## src/rtl/mpd_pkg.sv

```systemverilog
// mpd_pkg
// Shared definitions for the multi-project fabric return-bus selector:
// the sequencing state encoding and the width of the reset-hold counter.
package mpd_pkg;

  // Width of the down-counter that times the per-project reset hold.
  localparam int MPD_RST_CNT_W = 8;

  // OFF   : fabric not configured, every project held off
  // GATE  : one-cycle gap with every clock stopped while the selection switches
  // RESET : selected project clocked but held in reset
  // RUN   : selected project live and driving the fabric return bus
  typedef enum logic [1:0] {
    ST_OFF   = 2'd0,
    ST_GATE  = 2'd1,
    ST_RESET = 2'd2,
    ST_RUN   = 2'd3
  } mpd_state_e;

endpackage

```

## src/rtl/mpd_uprj_sel.sv

```systemverilog
// mpd_uprj_sel
// Chooses one of NPRJ user projects to own the fabric return bus. A newly
// selected project first sees a clock-stopped gap, then RST_CYCLES clocked
// cycles in reset, then runs; its output word is registered onto fab_in.
//
// Ports
//   fabric_clk   in   clock
//   resetb       in   asynchronous active-low reset
//   fabric_done  in   fabric configured; low forces every project off
//   sel_stb      in   one-cycle select request
//   sel_req      in   requested project index (sampled with sel_stb)
//   uprj_out     in   concatenated project outputs, project i at [i*W +: W]
//   fab_in       out  registered word of the running project (0 otherwise)
//   prj_rstn     out  per-project active-low reset (registered)
//   prj_clk_en   out  per-project clock enable (registered)
//   cur_sel      out  active project index
//   busy         out  high whenever the sequencer is not in RUN
//   sel_err      out  one-cycle pulse for an out-of-range request in RUN
module mpd_uprj_sel
  import mpd_pkg::*;
#(
  parameter int NPRJ       = 4,
  parameter int W          = 128,
  parameter int RST_CYCLES = 16,
  localparam int SEL_W     = (NPRJ > 2) ? $clog2(NPRJ) : 1
) (
  input  logic              fabric_clk,
  input  logic              resetb,
  input  logic              fabric_done,
  input  logic              sel_stb,
  input  logic [SEL_W-1:0]  sel_req,
  input  logic [NPRJ*W-1:0] uprj_out,
  output logic [W-1:0]      fab_in,
  output logic [NPRJ-1:0]   prj_rstn,
  output logic [NPRJ-1:0]   prj_clk_en,
  output logic [SEL_W-1:0]  cur_sel,
  output logic              busy,
  output logic              sel_err
);

  localparam logic [SEL_W:0]               NPRJ_L   = (SEL_W+1)'(NPRJ);
  localparam logic [MPD_RST_CNT_W-1:0]     RST_LOAD = MPD_RST_CNT_W'(RST_CYCLES);

  mpd_state_e                r_state;
  mpd_state_e                w_next_state;
  logic [SEL_W-1:0]          r_pending;
  logic [SEL_W-1:0]          w_next_sel;
  logic [MPD_RST_CNT_W-1:0]  r_cnt;
  logic                      w_req_ok;
  logic                      w_take_sel;
  logic                      w_bad_sel;
  logic [NPRJ-1:0]           w_rstn_d;
  logic [NPRJ-1:0]           w_clk_en_d;

  // Requests are only honoured in RUN; a falling fabric_done overrides them.
  // The extra zero bit lets the range check work when NPRJ fills SEL_W.
  assign w_req_ok   = ({1'b0, sel_req} < NPRJ_L);
  assign w_take_sel = (r_state == ST_RUN) && fabric_done && sel_stb && w_req_ok;
  assign w_bad_sel  = (r_state == ST_RUN) && fabric_done && sel_stb && !w_req_ok;
  assign busy       = (r_state != ST_RUN);

  // State register.
  always_ff @(posedge fabric_clk or negedge resetb) begin
    if (!resetb) begin
      r_state <= ST_OFF;
    end else begin
      r_state <= w_next_state;
    end
  end

  // Next state, plus the project index that will be active after the edge.
  // The index only switches when leaving GATE, and returns to 0 in OFF.
  always_comb begin
    w_next_state = r_state;
    w_next_sel   = cur_sel;
    if (!fabric_done) begin
      w_next_state = ST_OFF;
    end else begin
      case (r_state)
        ST_OFF:   w_next_state = ST_GATE;
        ST_GATE:  w_next_state = ST_RESET;
        ST_RESET: if (r_cnt <= 8'd1) w_next_state = ST_RUN;
        ST_RUN:   if (w_take_sel) w_next_state = ST_GATE;
        default:  w_next_state = ST_OFF;
      endcase
    end
    if (w_next_state == ST_OFF) begin
      w_next_sel = '0;
    end else if (r_state == ST_GATE) begin
      w_next_sel = r_pending;
    end
  end

  // Project controls are decoded from the next state so the registered
  // vectors move on the same edge as the state itself.
  always_comb begin
    w_rstn_d   = '0;
    w_clk_en_d = '0;
    case (w_next_state)
      ST_RESET: begin
        w_clk_en_d[w_next_sel] = 1'b1;
      end
      ST_RUN: begin
        w_clk_en_d[w_next_sel] = 1'b1;
        w_rstn_d[w_next_sel]   = 1'b1;
      end
      default: begin
      end
    endcase
  end

  // Datapath registers. The counter is loaded on GATE exit and then counts
  // down once per RESET cycle, saturating at zero.
  always_ff @(posedge fabric_clk or negedge resetb) begin
    if (!resetb) begin
      cur_sel    <= '0;
      r_pending  <= '0;
      r_cnt      <= '0;
      fab_in     <= '0;
      prj_rstn   <= '0;
      prj_clk_en <= '0;
      sel_err    <= 1'b0;
    end else begin
      cur_sel    <= w_next_sel;
      prj_rstn   <= w_rstn_d;
      prj_clk_en <= w_clk_en_d;
      sel_err    <= w_bad_sel;

      if (w_next_state == ST_OFF) begin
        r_pending <= '0;
      end else if (w_take_sel) begin
        r_pending <= sel_req;
      end

      if (w_next_state == ST_OFF) begin
        r_cnt <= '0;
      end else if (r_state == ST_GATE) begin
        r_cnt <= RST_LOAD;
      end else if ((r_state == ST_RESET) && (r_cnt != '0)) begin
        r_cnt <= r_cnt - 1'b1;
      end

      if ((r_state == ST_RUN) && fabric_done) begin
        fab_in <= uprj_out[cur_sel*W +: W];
      end else begin
        fab_in <= '0;
      end
    end
  end

endmodule

```

## config.mk

```make
export PLATFORM = sky130hd
export DESIGN_NAME = mpd_uprj_sel
export DESIGN_NICKNAME = d
export VERILOG_FILES = /design/src/rtl/mpd_pkg.sv /design/src/rtl/mpd_uprj_sel.sv
export SDC_FILE = /design/constraint.sdc
export NUM_CORES = 1
export LEC_CHECK = 0
export BUFFER_PORTS_ARGS = -buffer_cell sky130_fd_sc_hd__buf_4
export CAP_MARGIN = 10
export CORE_AREA = 2 2 253 255
export DETAILED_ROUTE_END_ITERATION = 10
export DIE_AREA = 0 0 255 257
export SYNTH_ARGS = -nofsm -noshare
export SYNTH_HDL_FRONTEND = slang
export SYNTH_SLANG_ARGS = --single-unit
```

## constraint.sdc

```tcl
create_clock -name fabric_clk -period 1.8 [get_ports fabric_clk]
set_clock_uncertainty 0.05 [all_clocks]
set_input_delay 0.27 -clock fabric_clk [delete_from_list [all_inputs] [get_ports fabric_clk]]
set_output_delay 0.27 -clock fabric_clk [all_outputs]
set_load 0.02 [all_outputs]
```

== After elaboration in Yosys (flattened, before gate mapping) ==
Index checks and enable logic that the tools add are counted.

* Divide/modulo/power cells: 0
* Multiply operators: 0
* Bitwise operators: 0
* Shift-type cells: 1
* $add $sub $neg: 1
* Eq/ne operators: 6
* Reduce and logical (&&, ||, !) cells: 10
* Muxes and demuxes: 16
* Magnitude comparators: 3

{| class="wikitable"
|+ Operator list
! cell !! count
|-
| 512-bit by 10-bit indexed part select with 128-bit output || 1
|-
| 128-bit two-way mux || 1
|-
| 8-bit two-way mux || 3
|-
| 2-bit two-way mux || 7
|-
| 2-bit == test (second input constant) || 4
|-
| 8-bit by 1-bit less-or-equal comparator with 1-bit output (second input constant) || 1
|-
| 4-bit two-way mux || 2
|-
| 2-bit case mux with 4 select lines || 1
|-
| 8-bit nonzero test || 1
|-
| 8-bit by 1-bit subtractor with 8-bit output (second input constant) || 1
|-
| 1-bit logical AND || 4
|-
| 2-bit zero test || 2
|-
| 2-bit by 3-bit < comparator with 1-bit output (second input constant) || 1
|-
| 3-bit nonzero test || 1
|-
| 1-bit demux with 2-bit select || 1
|-
| 2-bit by 1-bit == test with 1-bit output (second input constant) || 1
|-
| 2-bit by 1-bit >= comparator with 1-bit output (second input constant) || 1
|-
| 2-bit != test (second input constant) || 1
|-
| 2-bit nonzero test || 1
|-
| 2-bit OR reduction || 1
|-
| 1-bit two-way mux || 1
|}

* Flip-flop bits (word level): 150
* RAM bits: 0
* Bits in read-only memories: 0
* Bits of input ports: 518
* Latch bits: 0
* Memories kept: 0

== Logic depth before layout (Yosys ltp) ==
* Depth after elaboration: 13
* Mapped depth: 6
* Gate-level depth less buffers: 6

== Least setup slack after synthesis ==
No wires, ideal clock.

* Path kind: reg-to-reg
* From: register cur_sel[0]
* To: register fab_in[100]
* Required time: 1618 ps
* Clock period less this slack: 1914 ps
* Library setup time: 132 ps
* Setup slack: -114 ps
* Arrival: 1732 ps
* Cell stages (with the launch flop): 6
* Path through: dfrtp_1 -> clkbuf_1 -> buf_2 -> buf_2 -> mux4_2 -> nor2b_1

* Word-level cells in the longest chain between the ends: 2

{| class="wikitable"
|+ RTL lines
! element !! RTL line !! RTL
|-
| start, declared || mpd_uprj_sel.sv:36 || <nowiki>output logic [SEL_W-1:0] cur_sel,</nowiki>
|-
| start signal, assigned || mpd_uprj_sel.sv:124 || <nowiki>cur_sel <= w_next_sel;</nowiki>
|-
| 512-bit by 10-bit indexed part select with 128-bit output || mpd_uprj_sel.sv:144 || <nowiki>fab_in <= uprj_out[cur_sel*W +: W];</nowiki>
|-
| 128-bit two-way mux || mpd_uprj_sel.sv:143 || <nowiki>if ((r_state == ST_RUN) && fabric_done) begin</nowiki>
|-
| end signal, assigned || mpd_uprj_sel.sv:144 ||
|-
| end, declared || mpd_uprj_sel.sv:33 || <nowiki>output logic [W-1:0] fab_in,</nowiki>
|}

No other way between the ends.
A chain may end at the register's enable or synchronous reset.

== Worst setup path after layout ==
* From: register r_cnt[2]
* To: register prj_rstn[1]

* Word-level cells in the longest chain between the ends: 11
* Elaborated cells on any way between the ends: 13
* Those cells by class: order compare (3); eq/ne (1); mux (7); reduce/logical (2)

{| class="wikitable"
|+ RTL lines
! element !! RTL line !! RTL
|-
| start, declared || mpd_uprj_sel.sv:48 || <nowiki>logic [MPD_RST_CNT_W-1:0] r_cnt;</nowiki>
|-
| start signal, assigned || mpd_uprj_sel.sv:140 || <nowiki>r_cnt <= r_cnt - 1'b1;</nowiki>
|-
| 8-bit by 1-bit less-or-equal comparator with 1-bit output (*) || mpd_uprj_sel.sv:82 || <nowiki>ST_RESET: if (r_cnt <= 8'd1) w_next_state = ST_RUN;</nowiki>
|-
| 2-bit two-way mux (*) || mpd_uprj_sel.sv:82 ||
|-
| 2-bit case mux with 4 select lines (*) || mpd_uprj_sel.sv:79 || <nowiki>case (r_state)</nowiki>
|-
| 2-bit two-way mux (*) || mpd_uprj_sel.sv:76 || <nowiki>if (!fabric_done) begin</nowiki>
|-
| 2-bit zero test || mpd_uprj_sel.sv:87 || <nowiki>if (w_next_state == ST_OFF) begin</nowiki>
|-
| 2-bit two-way mux || mpd_uprj_sel.sv:87 ||
|-
| 2-bit by 3-bit < comparator with 1-bit output (implied by the code) / 2-bit by 1-bit >= comparator with 1-bit output (equally long branches) || mpd_uprj_sel.sv:105 || <nowiki>w_rstn_d[w_next_sel] = 1'b1;</nowiki>
|-
| 1-bit logical AND (implied by the code) || mpd_uprj_sel.sv:105 ||
|-
| 1-bit two-way mux (implied by the code) || mpd_uprj_sel.sv:105 ||
|-
| 1-bit demux with 2-bit select || mpd_uprj_sel.sv:105 ||
|-
| 4-bit two-way mux (*) || mpd_uprj_sel.sv:99 || <nowiki>case (w_next_state)</nowiki>
|-
| net w_rstn_d[1] || mpd_uprj_sel.sv:52 || <nowiki>logic [NPRJ-1:0] w_rstn_d;</nowiki>
|-
| end signal, assigned || mpd_uprj_sel.sv:125 || <nowiki>prj_rstn <= w_rstn_d;</nowiki>
|-
| end, declared || mpd_uprj_sel.sv:34 || <nowiki>output logic [NPRJ-1:0] prj_rstn,</nowiki>
|}

Mark *: on every way through the listed nets, which the timed path passes. The rest lies on a longest branch.

==> impl_metrics.yaml <==
status:
  status: "finished clean"
setup_path:
  cp.arrival_ns: 2.11
  required_ns: 2.13
  reg2reg_depth: 4
  critPathKind: "reg -> reg"
  r2r_start: "r_cnt[2]$_DFFE_PN0P_"
  rr_endpoint: "prj_rstn[1]$_DFF_PN0_"
  r2r_slack_ns: 0.02
  startpoint: "r_cnt[2]$_DFFE_PN0P_"
  crit_path_start_kind: "register"
  critPathMaxFanout: 8
  endpoint_kind: "register"
timing:
  hold_violations: 0
  slew_violations: 0
  fin_ws_ns: 0.0222
  setup_viol: 0
  fmax_mhz: 562
  period_minus_slack_ns: 1.78
  relSlewSlack: 0.627
  rsz0062_at_grt: "true"
  hold_ws_ns: 0.0936
  tightest_slew_ns: 0.559
  setup_tns_ns: 0
  timing.final.crit_share: 0.988
pwr:
  leakage_nw: 7.04
  p_clk_frac: 0.405
  p_int_w: 0.00688
  powerDensity_nw_per_um2: 610
  peakVddDrop_v: 0.000617
  comb_power_share: 0.216
  p_sw_frac: 0.263
  seqPwrFrac: 0.379
  finalPower_w: 0.00933
  p_switching_w: 0.00245
floorplanning:
  die_w_um: 255
  die_area_um2: 65500
  rows: 92
  start_util: 0.130
  fp.dieH_um: 257
  pin_count: 658
  core_um2: 62700
synthesis:
  async_reset_ff_frac: 1.00
  ys_seq_area_frac: 0.461
  synthDistinctLibCells: 43
  ys_seq_elements: 150
  synthAdderAreaFrac: 0.00461
  netlist_area_um2: 8140
  synthSimpleGateAreaFrac: 0.127
  synth_edf_count: 0
  synthMuxAreaShare: 0.358
  syn-num-nets: 1050
  syn_area_per_cell_um2: 15.4
  ys_warn_count: 0
  synth-main-ff-cell: "dfrtp_1"
  synth-xor-area-share: 0.00430
  synth_compound_area_frac: 0.0177
  synth_cells: 529
  synth_top_family_by_area: "multiplexers"
global_routing:
  grt_max_degree: 58
  grt_antenna_before_repair: 16
  grt_pass1_wl_um: 55900
  grtUsageTotal: 0.121
  overflow: 0
  grt_pass1_vias: 8494
route:
  ant_nets: 0
  first_pass_iters: 4
  drt_iter0_markers: 319
  totalWireLength_um: 41100
  vias_per_cell: 3.67
  routedWlPerCell_um: 19.7
  drc: 0
  num_vias: 7646
worst_hold_path:
  whs_path_depth: 2
  min_from: "fabric_done"
  hp-class: "in -> reg"
  worstHoldEndpoint: "r_cnt[4]$_DFFE_PN0P_"
clocking:
  clkTransAtPathRegs_ns: 0.07
  numCtsBuffers: 17
  cts_buffer_depth: 2
  clk_latency_ns: 0.46
  cts-root-buf: "clkbuf_16"
  cts_tree: "done"
  htree_levels: 4
  cts.sinks: 150
layout:
  nets: 1740
  layout-drive-gt1-share: 0.722
  fin_util: 0.244
  syn2layout_area_growth_pct: 87.8
placement:
  port_buffers: 656
  gp_congestion: 1.00
  place_worst_setup_slack_ns: 0.0311
  dp_hpwl_um: 34600
flow_run:
  maxCapViolCount: 0
## cell type report
type | count | area [um^2]
fill | 6705 | 47400
tap | 846 | 1060
clock inverter | 13 | 145
sequential | 150 | 3760
inverter | 3 | 11.3
multi-input combinational | 328 | 4200
antenna | 3 | 7.51
timing repair buffer | 719 | 5650
clock buffer | 19 | 453
## worst max-delay path by stage
stage	end	slack, ns	cells after the start
final	prj_rstn[1]$_DFF_PN0_	0.02	4
after floorplan	fab_in[30]$_DFF_PN0_	-0.008	5
after CTS	r_cnt[4]$_DFFE_PN0P_	0.02	6
after detailed placement	r_cnt[4]$_DFFE_PN0P_	0.03	6
after global placement	fab_in[45]$_DFF_PN0_	0.05	4
after global routing	prj_rstn[1]$_DFF_PN0_	-0.07	4
## synth_stat cells (2+ instances only)
cell type	count	area [um^2]
inv_1	3	11.3
xor2_1	2	17.5
nor3_1	2	10.0
o21ai_0	3	15.0
dfrtp_1	150	3750
a21boi_0	2	15.0
nor2b_1	131	820
buf_2	14	70.1
xnor2_1	2	17.5
ha_1	3	37.5
a21oi_1	3	15.0
clkbuf_1	29	109
mux4_2	128	2880
buf_1	3	11.3
nand3_1	2	10.0
or3_2	2	15.0
mux2i_1	3	30.0
nand2_1	9	33.8
nor2_1	14	52.6
## power by group through the flow
stage | combinational [W] | clock, W | sequential [W]
finish | 0.00201 | 0.00378 | 0.00354
global route | 0.00215 | 0.00413 | 0.00355
CTS | 0.00203 | 0.00399 | 0.00354
detailed placement | 0.00202 | 0 | 0.00360
global placement | 0.00198 | 0 | 0.00360
floorplan | 0.000595 | 0 | 0.00368
## placed cells by master, fill, tap and decap left out, types with 2 or more instances in the layout
cell           count
buf_4            696
dfrtp_1          148
nor2b_1          131
mux4_2           128
clkbuf_16         19
nor2_1            14
buf_12            13
nand2_1            9
diode_2            3
inv_1              3
mux2i_1            3
o21ai_0            3
a21oi_1            3
ha_1               3
clkinv_2           3
inv_6              3
dlygate4sd3_1      3
buf_6              3
a21boi_0           2
nor3_2             2
xnor2_1            2
or3_2              2
xor2_1             2
clkinvlp_4         2
bufinv_16          2
clkbuf_8           2
clkinv_4           2
dfrtp_4            2
buf_16             2
## worst max-delay path: stages, from the launching register on
cell,delay [ns]
dfrtp_1,0.38
or4_4,0.62
o41ai_4,0.35
nand3_2,0.16
nor3_2,0.13
## flip-flops by register name, summed over array words and instances, names as in the netlist
name and count:
r_state 2, fab_in 128, prj_clk_en 4, r_cnt 8, prj_rstn 4, cur_sel 2
r_pending 2
## cells by family after synthesis
group,Yosys count
DFF,150
and+or+nand+nor,172
AOI/OAI and AO/OA,17
adders and majority gates,3
xor gates and xnor gates,4
other,1
muxes,131
buffers and inverters,51
## timing repair
| item | CTS | global route |
|---|---|---|
| endpoints found under the setup margin | 0 | 15 |
| endpoints found under the hold margin | 29 | 0 |
| hold buffers | 3 | 0 |
| buffers inserted | 0 | 0 |
| resized for setup | 0 | 8 |
## metal layers
layer  GRT usage  wire [um]  up-vias
li1            -          -     3380
met1       0.125      14300     3760
met2       0.212      20900      440
met3      0.0563       4700       56
met4      0.0456       1160       10
met5           0         55        -
## metrics by stage
step / std cells / area (um^2)
CTS: 2076 / 15200
finish: 2081 / 15300
global placement: 2041 / 14600
global route: 2079 / 15300
detailed placement: 2041 / 14600
floorplan: 529 / 8170
Note: power is estimated with default switching activity, not from simulation.
